$ cat src/rtl/serial_magnitude_comparator.sv
// serial_magnitude_comparator
//   Compares two operand words that arrive one digit pair per accepted beat
//   and reports A<B / A==B / A>B once the whole word has been seen.
//   Digits can arrive MSB-first or LSB-first. Operands can be unsigned or
//   two's-complement. Both modes are latched when start is accepted.
//
// Parameters
//   DW    digit width in bits per beat (>= 1)
//   NDIG  digits per operand word (>= 1)
//
// Ports
//   clk        clock, rising edge
//   rst        asynchronous reset, active-low
//   start      begin (or abort and restart) a comparison; latches modes
//   signed_en  operands are two's-complement (sampled on start)
//   lsb_first  digits arrive least-significant first (sampled on start)
//   in_valid   a_dig/b_dig carry a valid digit pair
//   in_ready   digit pair is accepted this cycle (RUN state)
//   a_dig      digit of operand A
//   b_dig      digit of operand B
//   L/E/G      registered result, one-hot in DONE, all zero otherwise
//   done       one-cycle pulse when L/E/G become valid
//   busy       comparison in progress
//
// state  | meaning
// -------+-----------------------------------------------------------
// S_IDLE | after reset, waiting for start; L/E/G all zero
// S_RUN  | accepting digit pairs, relation being accumulated
// S_DONE | word complete, L/E/G hold the result until next start

module serial_magnitude_comparator #(
  parameter int DW   = 1,
  parameter int NDIG = 8
) (
  input  logic          clk,
  input  logic          rst,
  input  logic          start,
  input  logic          signed_en,
  input  logic          lsb_first,
  input  logic          in_valid,
  output logic          in_ready,
  input  logic [DW-1:0] a_dig,
  input  logic [DW-1:0] b_dig,
  output logic          L,
  output logic          E,
  output logic          G,
  output logic          done,
  output logic          busy
);

  localparam int CW = (NDIG > 1) ? $clog2(NDIG) : 1;
  localparam logic [CW-1:0] LAST_BEAT = CW'(NDIG - 1);

  typedef enum logic [1:0] {S_IDLE, S_RUN, S_DONE} state_t;
  typedef enum logic [1:0] {REL_EQ, REL_LT, REL_GT} rel_t;

  state_t        r_state;
  state_t        w_state_nxt;
  rel_t          r_rel;
  rel_t          w_rel_nxt;
  logic [CW-1:0] r_cnt;
  logic          r_signed;
  logic          r_lsb;
  logic          r_l;
  logic          r_e;
  logic          r_g;
  logic          r_done;
  logic          w_run;
  logic          w_accept;
  logic          w_last;
  logic          w_msd;
  logic          w_dig_gt;
  logic          w_dig_ne;

  assign w_run    = (r_state == S_RUN);
  // start wins over a digit in the same cycle: the digit is dropped
  assign w_accept = w_run && in_valid && !start;
  assign w_last   = (r_cnt == LAST_BEAT);
  // most-significant digit is the first beat MSB-first, the last beat LSB-first
  assign w_msd    = r_lsb ? w_last : (r_cnt == '0);
  assign w_dig_ne = (a_dig != b_dig);

  always_comb begin
    w_dig_gt = (a_dig > b_dig);
    if (r_signed && w_msd) begin
      w_dig_gt = ($signed(a_dig) > $signed(b_dig));
    end
  end

  // MSB-first: first difference decides. LSB-first: latest difference decides.
  always_comb begin
    w_rel_nxt = r_rel;
    if (w_dig_ne && (r_lsb || (r_rel == REL_EQ))) begin
      w_rel_nxt = w_dig_gt ? REL_GT : REL_LT;
    end
  end

  always_ff @(posedge clk or negedge rst) begin
    if (!rst) begin
      r_state <= S_IDLE;
    end else begin
      r_state <= w_state_nxt;
    end
  end

  always_comb begin
    w_state_nxt = r_state;
    case (r_state)
      S_IDLE: if (start) w_state_nxt = S_RUN;
      S_RUN: begin
        if (start) begin
          w_state_nxt = S_RUN;
        end else if (w_accept && w_last) begin
          w_state_nxt = S_DONE;
        end
      end
      S_DONE: if (start) w_state_nxt = S_RUN;
      default: w_state_nxt = S_IDLE;
    endcase
  end

  always_ff @(posedge clk or negedge rst) begin
    if (!rst) begin
      r_cnt    <= '0;
      r_rel    <= REL_EQ;
      r_signed <= 1'b0;
      r_lsb    <= 1'b0;
      r_l      <= 1'b0;
      r_e      <= 1'b0;
      r_g      <= 1'b0;
      r_done   <= 1'b0;
    end else begin
      r_done <= 1'b0;
      if (start) begin
        r_cnt    <= '0;
        r_rel    <= REL_EQ;
        r_signed <= signed_en;
        r_lsb    <= lsb_first;
        r_l      <= 1'b0;
        r_e      <= 1'b0;
        r_g      <= 1'b0;
      end else if (w_accept) begin
        r_rel <= w_rel_nxt;
        if (w_last) begin
          r_cnt  <= '0;
          r_l    <= (w_rel_nxt == REL_LT);
          r_e    <= (w_rel_nxt == REL_EQ);
          r_g    <= (w_rel_nxt == REL_GT);
          r_done <= 1'b1;
        end else begin
          r_cnt <= r_cnt + 1'b1;
        end
      end
    end
  end

  assign in_ready = w_run;
  assign busy     = w_run;
  assign L        = r_l;
  assign E        = r_e;
  assign G        = r_g;
  assign done     = r_done;

endmodule

$ cat config.mk
export PLATFORM = sky130hd
export DESIGN_NAME = serial_magnitude_comparator
export DESIGN_NICKNAME = d
export VERILOG_FILES = /design/src/rtl/serial_magnitude_comparator.sv
export SDC_FILE = /design/constraint.sdc
export NUM_CORES = 1
export LEC_CHECK = 0
export ABC_AREA = 1
export CAP_MARGIN = 10
export CORE_MARGIN = 5
export CORE_UTILIZATION = 44
export CTS_BUF_LIST = sky130_fd_sc_hd__clkbuf_8 sky130_fd_sc_hd__clkbuf_16
export DETAILED_ROUTE_END_ITERATION = 6
export PLACE_DENSITY_LB_ADDON = 0.05
export SKIP_LAST_GASP = 1
export SYNTH_ARGS = -nofsm -noshare
export SYNTH_HDL_FRONTEND = slang
export SYNTH_SLANG_ARGS = --single-unit
$ cat constraint.sdc
create_clock -name clk -period 1.3 [get_ports clk]
set_input_delay 0.39 -clock clk [delete_from_list [all_inputs] [get_ports clk]]
set_output_delay 0.39 -clock clk [all_outputs]
set_load 0.02 [all_outputs]
==> metrics.md <==
| Metric | Value |
|---|---|
| CTS Hold Bufs | `0` |
| Inserted Diodes | `0` |
| VDD IR max | `0.860 mV` |
| Max Cap Viol | `0` |
| CTS Buf Count | `3` |
| Detailed Route WL | `1.55 mm` |
| Mapped Area | `701 um^2` |
| Final worst-path setup slack | `-0.0377 ns` |
| CP max-delay cell | `dfrtp_1` |
| Worst-path clk slew | `0.06 ns` |
| Crit path required time | `1.44 ns` |
| Root buf cell | `clkbuf_8` |
| Worst stage delay on the critical path | `0.35 ns` |
| Post-synth top area share | `46.4%` |
| Vias in the first global route | `577` |
| Std-Cell Rows | `14` |
| Routed wire per std cell | `11.7 um` |
| IO buf count | `13` |
| First-pass GRT wire length | `2.48 mm` |
| Slew Limit Headroom | `82.5%` |
| Leakage power | `0.541 nW` |
| Critical path arrival | `1.48 ns` |
| Clock latency on the worst-skew pair | `0.25 ns` |
| P&R area growth vs syn | `47.7%` |
| Gr ovfl total | `0` |
| Setup TNS | `-0.133 ns` |
| Clock Path Buffers | `2` |
| Slew of the pin with the lowest slew margin | `0.260 ns` |
| Mapped Cells | `86` |
| Unrepaired setup endpoints after global routing | `yes` |
| GP Congestion | `0.780` |
| Fin util | `68.7%` |
| CP endpoint kind | `flop` |
| #FFs+latches synth | `13` |
| Critical-path cell list | `ha_2 > ha_4 > inv_2 > a21oi_4 > nand2_2 > nand2_2 > nand3_2 > nand4_1 > nand2_1` |
| Startpoint types | `flop` |
| Detailed-route via count | `653` |
| Crit Path Max Fanout | `3` |
| Residual DRC | `0` |
| Unique masters post-synth | `16` |
| Finish-stage setup viols | `6` |
| Failing checks | `negative setup slack` |
| Share of layout cells above drive strength 1 | `37.9%` |
| GRT Util Overall | `13.3%` |
| Sequential area share after synthesis | `46.4%` |
| Die width | `49.9 um` |
| Power density over the cells | `936 nW/um^2` |
| Detailed Place HPWL | `1.12 mm` |
| Die area | `2490 um^2` |
| Post-route ant nets | `0` |
| Fmax | `0.748 GHz` |
| Worst hold path type | `in -> async` |
| Yosys top cell by area | `dfrtp_1` |
| Area contributors post-synth | `dfrtp_1 (46%), nand2_1 (11%), ha_1 (8.9%)` |
| Nets | `130` |
| Syn Nets | `99` |
| Total core area | `1510 um^2` |
| Synth warn | `0` |
| Final Skew | `0.0105 ns` |
| CP top delay family | `simple AND/OR/NAND/NOR gates` |
| Final Hold Viols | `0` |
| Most frequent CP cell | `nand2_2` |
| CTS HTree Levels | `1` |
| Largest net degree at the start of global routing | `14` |
| Power, Total | `0.000968 W` |
| Final Max Slew Viols | `0` |
| Synthesized area per cell | `8.15 um^2` |
| Final Cycle Share | `103%` |
| CP Buf/Inv Count | `1` |
| Hold slack | `0.441 ns` |
| Num Clock Sinks | `13` |
| DR iter-0 viols | `11` |
| First drt pass iteration count | `4` |
| Via/cell ratio | `4.95` |
| # IOs | `14` |
| Final instance area | `1030 um^2` |
| Crit path kind | `reg -> reg` |
| Starting Density | `46.5%` |
| Fillers | `117` |
| Die H | `49.9 um` |
| Fin crit period | `1.34 ns` |
| Initial antenna violation count | `0` |
| DP Area | `918 um^2` |
| CTS tree | `built` |
| Status | `finished with violations` |
## synthesized netlist by cell type
cell type	count
a21oi_1	2
a21oi_2	1
buf_4	1
clkinv_2	2
dfrtp_1	13
ha_1	5
inv_1	15
inv_2	2
nand2_1	21
nand2_2	2
nand3_1	8
nand3_2	1
nand4_1	3
o21ai_0	7
o21ai_1	2
o31ai_1	1
## power breakdown
group / internal (W) / switching, W / leakage, nW
Combinational: 0.0000735 / 0.0000983 / 0.345
Clock: 0.000212 / 0.000149 / 0.0255
Sequential: 0.000422 / 0.0000132 / 0.170
Total: 0.000707 / 0.000261 / 0.541
## worst paths after layout
check                                       start                      to  slack (ns)  depth (start not counted)
max                          r_cnt[1]$_DFFE_PN0P_           L$_DFFE_PN0P_       -0.04                          9
min                                           rst           E$_DFFE_PN0P_        0.44                          2
max reg2reg                  r_cnt[1]$_DFFE_PN0P_           L$_DFFE_PN0P_       -0.04                          9
min reg2reg                r_state[1]$_DFFE_PN0P_  r_state[0]$_DFFE_PN0P_        0.46                          1
max in group asynchronous                     rst  r_state[0]$_DFFE_PN0P_        0.69                          2
min in group clk           r_state[1]$_DFFE_PN0P_  r_state[0]$_DFFE_PN0P_        0.46                          1
## state kept, by name, summed over array words and instances, names as in the netlist
signal    flops
done          1
G             1
r_state       2
r_rel         2
L             1
r_lsb         1
E             1
r_signed      1
r_cnt         3
## stage by stage
stage               std cells  setup WS [ns]
floorplan                  86        0.00325
global placement          124         -0.501
detailed placement        124         -0.546
CTS                       130        -0.0918
global route              132         -0.142
finish                    132        -0.0377
## cells in the final DEF, fill, tap and decap left out, types with 2 or more instances in the layout
cell | netlist | routed
clkdlybuf4s50_1 | 0 | 4
nand2_2 | 2 | 6
inv_2 | 2 | 5
nand3_1 | 8 | 6
clkinv_2 | 2 | 2
buf_4 | 1 | 13
dfrtp_1 | 13 | 13
dlygate4sd2_1 | 0 | 2
inv_1 | 15 | 12
ha_1 | 5 | 3
buf_6 | 0 | 3
nand2_1 | 21 | 17
o21ai_0 | 7 | 4
buf_2 | 0 | 2
o21ai_1 | 2 | 5
clkbuf_8 | 0 | 3
nand3_2 | 1 | 3
nand4_1 | 3 | 3
## routing by layer
| layer | part of all wire, % | up-vias | global-route usage, % | wire length [um] |
|---|---|---|---|---|
| li1 | - | 333 | - | - |
| met1 | 48 | 300 | 16.3 | 736 |
| met2 | 46 | 16 | 20.1 | 705 |
| met3 | 4.5 | 4 | 5.12 | 70 |
| met4 | 2.2 | 0 | 6.55 | 34 |
| met5 | 0 | - | 0 | 0 |
## worst reg2reg max path, delay by kind of cell, from the launching register on
kind                     cells  cell delay, ns
AND/OR/NAND/NOR              5            0.35
flip-flops                   1            0.35
adder cells (fa/ha/maj)      2            0.34
AO/OA/AOI/OAI                1            0.14
buffers and inverters        1            0.05
## kinds of logic after synthesis
logic type	count (synthesis)	synth area share (%)
AND/OR/NAND/NOR	35	22.9
buffers and inverters	20	11.6
AO/OA/AOI/OAI	13	10.2
flip-flops	13	46.4
adder cells (fa/ha/maj)	5	8.93
## final cells by class
type / count / area (um^2) / share of cell area (%)
multi-input combinational: 53 / 340 / 32.9
sequential: 13 / 325 / 31.4
clock inverter: 1 / 5.00 / 0.484
clock buffer: 3 / 41.3 / 3.99
timing repair buffer: 27 / 228 / 22.0
tap: 16 / 20.0 / 1.93
inverter: 19 / 75.1 / 7.26
## timing repair
action | 4_1_cts | 5_1_grt
buffers inserted | 2 | 2
resized for setup | 31 | 17
endpoints found under the setup margin | 11 | 14
pin swaps | 3 | 4
Power figures use the tool's default switching activity.
